### config.mk
export PLATFORM = sky130hd
export DESIGN_NAME = sm83_alu_nibble_seq
export DESIGN_NICKNAME = d
export VERILOG_FILES = /design/src/rtl/sm83_alu_nibble_seq.sv
export SDC_FILE = /design/constraint.sdc
export NUM_CORES = 1
export LEC_CHECK = 0
export CAP_MARGIN = 10
export CORE_ASPECT_RATIO = 1.5
export CORE_MARGIN = 4
export CORE_UTILIZATION = 57
export DETAILED_ROUTE_END_ITERATION = 16
export PLACE_DENSITY = 0.85
export SYNTH_ARGS = -nofsm -noshare
export SYNTH_HDL_FRONTEND = slang
export SYNTH_SLANG_ARGS = --single-unit
### constraint.sdc
create_clock -name clk -period 4.1 [get_ports clk]
set_clock_uncertainty 0.2 [all_clocks]
set_input_delay 0.41 -clock clk [delete_from_list [all_inputs] [get_ports clk]]
set_output_delay 0.41 -clock clk [all_outputs]
set_load 0.005 [all_outputs]
### src/rtl/sm83_alu_nibble_seq.sv
// Two-pass nibble sequencer for the SM83 8-bit ALU: feeds the 4-bit carry-lookahead
// generator with the low nibble, then the high nibble, and assembles result and Z/N/H/C.
module sm83_alu_nibble_seq #(
    parameter bit ZERO_PG_ON_LOGIC = 1'b1
) (
    input  logic       clk,
    input  logic       reset,
    input  logic       start,
    input  logic [2:0] op,
    input  logic [7:0] a,
    input  logic [7:0] b,
    input  logic       cy_in,
    output logic [3:0] cg_p,
    output logic [3:0] cg_g,
    output logic       cg_cin,
    input  logic [3:0] cg_cout,
    output logic [7:0] result,
    output logic       flag_z,
    output logic       flag_n,
    output logic       flag_h,
    output logic       flag_c,
    output logic       busy,
    output logic       done
);

    typedef enum logic [1:0] {IDLE, LO, HI, DONE} state_t;

    localparam logic [2:0] OP_ADD = 3'd0;
    localparam logic [2:0] OP_ADC = 3'd1;
    localparam logic [2:0] OP_SUB = 3'd2;
    localparam logic [2:0] OP_SBC = 3'd3;
    localparam logic [2:0] OP_AND = 3'd4;
    localparam logic [2:0] OP_XOR = 3'd5;
    localparam logic [2:0] OP_OR  = 3'd6;
    localparam logic [2:0] OP_CP  = 3'd7;

    state_t     state, state_nxt;
    logic [7:0] a_r;
    logic [7:0] bx_r;
    logic [2:0] op_r;
    logic       cin0_r;
    logic       clo_msb;
    logic [3:0] sum_lo;

    logic       accept;
    logic       op_is_sub;
    logic       op_is_logic;
    logic       start_is_sub;
    logic       cin0_nxt;
    logic [3:0] sum_hi;
    logic [7:0] arith_val;
    logic [7:0] final_val;

    assign accept       = start && ((state == IDLE) || (state == DONE));
    assign busy         = (state == LO) || (state == HI);
    assign done         = (state == DONE);
    assign start_is_sub = (op == OP_SUB) || (op == OP_SBC) || (op == OP_CP);
    assign op_is_sub    = (op_r == OP_SUB) || (op_r == OP_SBC) || (op_r == OP_CP);
    assign op_is_logic  = (op_r == OP_AND) || (op_r == OP_XOR) || (op_r == OP_OR);

    always_comb begin
        cin0_nxt = 1'b0;
        case (op)
            OP_ADC:       cin0_nxt = cy_in;
            OP_SUB, OP_CP: cin0_nxt = 1'b1;
            OP_SBC:       cin0_nxt = ~cy_in;
            default:      cin0_nxt = 1'b0;
        endcase
    end

    always_ff @(posedge clk or posedge reset) begin
        if (reset) begin
            state <= IDLE;
        end else begin
            state <= state_nxt;
        end
    end

    always_comb begin
        state_nxt = state;
        case (state)
            IDLE:    state_nxt = start ? LO : IDLE;
            LO:      state_nxt = HI;
            HI:      state_nxt = DONE;
            DONE:    state_nxt = start ? LO : IDLE;
            default: state_nxt = IDLE;
        endcase
    end

    // Generator drive: logic ops may leave the carry chain quiet.
    always_comb begin
        cg_p   = 4'h0;
        cg_g   = 4'h0;
        cg_cin = 1'b0;
        if (!(op_is_logic && ZERO_PG_ON_LOGIC)) begin
            case (state)
                LO: begin
                    cg_p   = a_r[3:0] | bx_r[3:0];
                    cg_g   = a_r[3:0] & bx_r[3:0];
                    cg_cin = cin0_r;
                end
                HI: begin
                    cg_p   = a_r[7:4] | bx_r[7:4];
                    cg_g   = a_r[7:4] & bx_r[7:4];
                    cg_cin = clo_msb;
                end
                default: begin
                    cg_p   = 4'h0;
                    cg_g   = 4'h0;
                    cg_cin = 1'b0;
                end
            endcase
        end
    end

    assign sum_hi    = a_r[7:4] ^ bx_r[7:4] ^ {cg_cout[2:0], clo_msb};
    assign arith_val = {sum_hi, sum_lo};

    always_comb begin
        final_val = arith_val;
        case (op_r)
            OP_AND:  final_val = a_r & bx_r;
            OP_XOR:  final_val = a_r ^ bx_r;
            OP_OR:   final_val = a_r | bx_r;
            default: final_val = arith_val;
        endcase
    end

    // Operand latch and the two nibble passes; result/flags commit on the HI->DONE edge.
    always_ff @(posedge clk or posedge reset) begin
        if (reset) begin
            a_r     <= 8'h00;
            bx_r    <= 8'h00;
            op_r    <= OP_ADD;
            cin0_r  <= 1'b0;
            clo_msb <= 1'b0;
            sum_lo  <= 4'h0;
            result  <= 8'h00;
            flag_z  <= 1'b0;
            flag_n  <= 1'b0;
            flag_h  <= 1'b0;
            flag_c  <= 1'b0;
        end else begin
            if (accept) begin
                a_r    <= a;
                bx_r   <= start_is_sub ? ~b : b;
                op_r   <= op;
                cin0_r <= cin0_nxt;
            end
            if (state == LO) begin
                clo_msb <= cg_cout[3];
                sum_lo  <= a_r[3:0] ^ bx_r[3:0] ^ {cg_cout[2:0], cin0_r};
            end
            if (state == HI) begin
                result <= (op_r == OP_CP) ? a_r : final_val;
                flag_z <= (final_val == 8'h00);
                flag_n <= op_is_sub;
                if (op_is_logic) begin
                    flag_h <= (op_r == OP_AND);
                    flag_c <= 1'b0;
                end else begin
                    flag_h <= clo_msb ^ op_is_sub;
                    flag_c <= cg_cout[3] ^ op_is_sub;
                end
            end
        end
    end

endmodule
==> impl_metrics.py, run 1 <==
metrics = {
    "outcome": {
        "status": "finished, final reports clean",
    },
    "cells_and_area": {
        "final_common_cell": "clkdlybuf4s50_1",
        "nets": 378,
        "area_growth_pct": 22.4,
        "antennaDiodeCount": 0,
        "final_cells": 380,
        "final_cell_mix": "clkdlybuf4s50_1, dfrtp_1, inv_1",
        "drive_gt1_share_pct": 12.0,
    },
    "setup_path": {
        "worstSetupEndpointType": "output pin",
        "crit_path_cell_trace": "a21boi_2, or2_2, a21oi_1, clkdlybuf4s50_1",
        "critPathLaunchType": "flip-flop",
        "arrival_ns": 2.43,
        "cp_num_buf_inv": 1,
        "cp_max_fo": 26,
        "r2r_slack_ns": 1.81,
        "critical-path-max-stage-delay_ns": 0.89,
        "rr_worst_depth": 6,
        "required_ns": 3.49,
        "cp_slowest_cell": "dfrtp_1",
        "timing.rr.start": "state[0]",
        "crit_family": "flip-flops",
        "r2r_end": "flag_z",
        "crit_type": "flip-flop to output pin",
        "path_depth": 4,
    },
    "clock_tree": {
        "clk_latency_ns": 0.29,
        "clk_path_buf_depth": 2,
        "hold_buffers": 0,
        "clk_pin_slew_ns": 0.08,
        "numCtsBuffers": 5,
        "ctsResizeCount": 0,
        "cts.sinks": 39,
        "cts_tree": "done",
        "cts_root_buffer": "clkbuf_8",
        "htreeDepth": 2,
        "cts_setup_buffers": 0,
    },
    "timing": {
        "min_period_ns": 3.04,
        "tns_ns": 0,
        "hold_viol": 0,
        "slew_headroom_pct": 36.6,
        "tightest_slew_ns": 0.949,
        "setup_viol": 0,
        "grt_setup_unrepaired": "no",
        "clock.fmax_mhz": 328,
        "slew_viol_final": 0,
        "timing.final.crit_share_pct": 74.3,
    },
    "pwr": {
        "power_mw": 2.76,
        "ir_drop_uv": 417,
        "pwr_density_cell_nw_per_um2": 855,
        "power_leakage_nw": 1.46,
    },
    "worst_hold_path": {
        "hold_class": "flip-flop to flip-flop",
        "min-delay-start": "result[3]",
        "min_to": "result[3]",
        "whs_path_depth": 1,
    },
    "yosys": {
        "yosys-top-cells-area": "dfrtp_1, ha_1, mux2_2",
        "synthArstFlopShare_pct": 100,
        "ys_seq_area_share_pct": 36.9,
        "synth_edf_count": 0,
        "netlist.area_leader.share_pct": 36.9,
        "synth_area_um2": 2640,
        "synth_seq_cells": 39,
        "synth_top_cell_by_area": "dfrtp_1",
        "yosys_warnings": 0,
        "syn_inst": 287,
        "synthFlopType": "dfrtp_1",
        "syn_nets": 334,
        "ys_types": 44,
        "synth.avg_cell_area_um2": 9.20,
    },
    "floorplan": {
        "die_h_um": 91.4,
        "initial_core_util_pct": 58.6,
        "core_area_um2": 4500,
        "row_count": 30,
        "die_w_um": 63.6,
        "num_io_pins": 50,
        "die-area_um2": 5810,
    },
    "drt": {
        "vias": 2196,
        "wl_um": 5850,
        "drt_pass1_iterations": 4,
        "vias_per_cell": 5.78,
        "routedWlPerCell_um": 15.4,
        "dr.first_iter.drc_count": 76,
        "drc": 0,
        "drtAntennaViolNets": 0,
    },
    "grt": {
        "grt_max_degree": 40,
        "grt_overflow": 0,
        "grt_pass1_wl_um": 9720,
        "grt_antenna_before_repair": 0,
        "grt_util_all_layers_pct": 21.0,
        "grt_pass1_vias": 2196,
    },
    "job": {
        "maxCapViolCount": 0,
    },
    "placement": {
        "hpwl_um": 4410,
        "numPortBuffers": 49,
        "routabilityCongestion": 0.876,
        "dp.cells": 372,
    },
}
[cell type report]
class / instances / area, um^2
multi-input cells: 203 / 1450
fillers: 346 / 1270
flip-flops and latches: 39 / 976
repair buffers: 52 / 513
inverters: 30 / 113
clock buffers: 6 / 82.6
well taps: 48 / 60.1
clock inverters: 2 / 35.0
[metal layers]
metal	vias up	part of all wire, %	GRT usage [%]
met4	0	3.6	11.2
met3	21	4.4	3.71
met1	1027	39	22.8
li1	1068	-	-
met5	-	0	0
met2	80	53	37.9
[cells in the mapped netlist, types with 2 or more instances]
cell,instances
dfrtp_1,39
inv_1,30
nor2_1,27
nand2_1,24
a21oi_1,21
ha_1,20
mux2_2,17
o21ai_0,15
xor2_1,10
nand2b_1,8
clkbuf_1,7
a22oi_1,6
mux2i_1,6
nand3_1,5
xnor2_1,5
o22ai_1,4
buf_6,3
nor3_1,3
o211ai_1,3
o32ai_2,3
a21boi_2,2
buf_1,2
nand4_1,2
nor2b_1,2
o221ai_1,2
o311a_1,2
or2_2,2
[through the flow]
| step | worst slack, ns | util [%] | area [um^2] | hold WS, ns |
|---|---|---|---|---|
| final | 1.06 | 71.8 | 3230 | 0.290 |
| after global placement | 1.48 | 69.1 | 3110 | 0.267 |
| after CTS | 1.08 | 71.8 | 3230 | 0.292 |
| after detailed placement | 1.42 | 69.1 | 3110 | 0.273 |
| after global routing | 0.927 | 71.8 | 3230 | 0.306 |
| after floorplan | 2.05 | - | 2640 | 0.274 |
[power by group]
group          internal [mW]  switching (mW)  total (mW)
Combinational          0.821           0.817        1.64
Sequential             0.578           0.213       0.791
Clock                  0.197           0.137       0.334
[worst max path at each step]
stage                   end     start  slack, ns
finish              cg_p[0]   op_r[1]       1.06
global route         cg_cin  state[0]       0.93
CTS                 cg_p[0]   op_r[1]       1.08
detailed placement  cg_p[0]   op_r[1]       1.42
global placement    cg_g[3]  state[0]       1.48
floorplan            cg_cin  state[0]       2.05
[flip-flops by register name, indices dropped and copies added (netlist names)]
register and flops:
sum_lo 4, cin0_r 1, op_r 3, flag_h 1, state 2, flag_c 1, bx_r 8, result 8
flag_n 1, a_r 8, clo_msb 1, flag_z 1
[cell families after synthesis]
| group | Yosys count | synth area share [%] |
|---|---|---|
| AO/OA/AOI/OAI | 67 | 17.2 |
| XOR/XNOR | 15 | 4.97 |
| adder cells (fa/ha/maj) | 20 | 9.47 |
| buffers and inverters | 45 | 8.05 |
| flip-flops | 39 | 36.9 |
| multiplexers | 23 | 9.52 |
| AND/OR/NAND/NOR | 78 | 13.8 |
No activity file was read; power rests on OpenSTA's default activity.
==> run 2, diff against run 1 <==
- CORE_UTILIZATION: 57 -> 47
- PLACE_DENSITY: 0.85 -> 0.75
- clock period: 4.1 -> 2.75 ns (I/O delays scaled with it)
==> run 2 against run 1 <==
Against the previous run: first-iteration DRC count rose by 13%; non-clock buffer count rose by 6; final cell count rose by 7.4%; register-to-register slack got worse by 1.1 ns; critical endpoint is now cg_g[0].
==> impl_metrics.py, run 2 (same netlist as run 1, synthesis figures left out) <==
metrics = {
    "floorplan": {
        "core_area_um2": 5450,
        "num_io_pins": 50,
        "die_h_um": 99.8,
        "die_w_um": 69.2,
        "row_count": 33,
        "initial_core_util_pct": 48.5,
        "die-area_um2": 6910,
    },
    "timing": {
        "setup_viol": 0,
        "clock.fmax_mhz": 393,
        "tightest_slew_ns": 0.718,
        "hold_viol": 0,
        "post-route-worst-setup-slack_ns": 0.206,
        "timing.final.crit_share_pct": 92.5,
        "slew_headroom_pct": 52.0,
        "grt_setup_unrepaired": "no",
        "tns_ns": 0,
        "holdWs_ns": 0.187,
        "min_period_ns": 2.54,
        "slew_viol_final": 0,
    },
    "worst_hold_path": {
        "hold_class": "input pin to asynchronous set/reset pin",
    },
    "drt": {
        "drtAntennaViolNets": 0,
        "vias": 2165,
        "wl_um": 5860,
        "vias_per_cell": 5.31,
        "dr.first_iter.drc_count": 86,
        "drc": 0,
        "drt_pass1_iterations": 4,
        "routedWlPerCell_um": 14.4,
    },
    "placement": {
        "hpwl_um": 4510,
        "postPlaceCellArea_um2": 3200,
        "dp_slack_ns": 0.402,
        "routabilityCongestion": 0.868,
        "numPortBuffers": 49,
    },
    "clock_tree": {
        "cts_root_buffer": "clkbuf_8",
        "cts_setup_buffers": 0,
        "clk_pin_slew_ns": 0.08,
        "clk_latency_ns": 0.30,
        "cts_tree": "done",
        "clk_path_buf_depth": 2,
        "htreeDepth": 2,
        "cts.sinks": 39,
        "numCtsBuffers": 5,
    },
    "pwr": {
        "power_leakage_nw": 1.49,
        "power_mw": 4.27,
        "ir_drop_uv": 498,
        "pwr_density_cell_nw_per_um2": 1280,
    },
    "grt": {
        "grt_max_degree": 40,
        "grt_pass1_wl_um": 9830,
        "grt_antenna_before_repair": 0,
        "grt_util_all_layers_pct": 17.6,
        "grt_overflow": 0,
        "grt_pass1_vias": 2151,
    },
    "setup_path": {
        "arrival_ns": 2.07,
        "required_ns": 2.28,
        "critPathLaunchType": "flip-flop",
        "cp_max_fo": 9,
        "worstSetupEndpointType": "output pin",
        "crit_type": "flip-flop to output pin",
    },
    "cells_and_area": {
        "final_cell_mix": "clkdlybuf4s50_1, dfrtp_1, inv_1",
        "multi_input_area_um2": 1460,
        "regArea_um2": 976,
        "fillers": 513,
        "largestRegisters": "a_r x8, bx_r x8, result x8",
        "area_growth_pct": 26.4,
        "drive_gt1_share_pct": 13.6,
        "stdcell_area_um2": 3340,
        "nets": 384,
        "antennaDiodeCount": 0,
        "final_common_cell": "clkdlybuf4s50_1",
    },
    "outcome": {
        "status": "finished, final reports clean",
    },
    "job": {
        "maxCapViolCount": 0,
    },
}
run 2: layout make-up:
type | instances | area share, %
multi-input combinational | 203 | 43.6
sequential | 39 | 29.2
timing repair buffer | 58 | 17.1
inverter | 30 | 3.37
tap | 70 | 2.62
clock buffer | 5 | 2.06
clock inverter | 3 | 2.02
run 2: per-stage QoR:
step | std cells | util, %
final | 408 | 61.2
after global placement | 400 | 58.7
after CTS | 408 | 61.2
after global routing | 408 | 61.2
after floorplan | 287 | -
after detailed placement | 400 | 58.7
run 2: timing repair:
action	in CTS	in global routing
hold buffers	0	0
setup endpoints to repair	0	3
resized for setup	0	1
run 2: worst max-delay path, stage by stage (launching register included):
cell and delay (ns):
dfrtp_1 0.40, inv_1 0.06, ha_1 0.33, or2_4 0.32, nor2_1 0.13, clkdlybuf4s50_1 0.52
run 2: where the power goes:
group          total (mW)  switching, mW  internal, mW
clock               0.570          0.209         0.362
combinational        2.62           1.32          1.30
sequential           1.08          0.213         0.864
total                4.27           1.74          2.52
run 2: worst paths after layout:
kind                       startpoint   endpoint  slack, ns  depth (start not counted)
setup / recovery             state[0]    cg_g[0]       0.21                          5
hold / removal                  reset     a_r[4]       0.19                          3
setup reg to reg             state[0]     a_r[3]       0.67                          4
hold reg to reg             result[3]  result[3]       0.30                          1
max in group asynchronous       reset     a_r[1]       1.81                          3
min in group clk            result[3]  result[3]       0.30                          1
run 2: per-layer routing:
layer  vias up  track usage, %  wire (um)
met2        44            32.1       3180
met5         -               0          0
met1      1036            20.4       2390
li1       1079               -          -
met4         0            6.47         85
met3         6            3.31        207
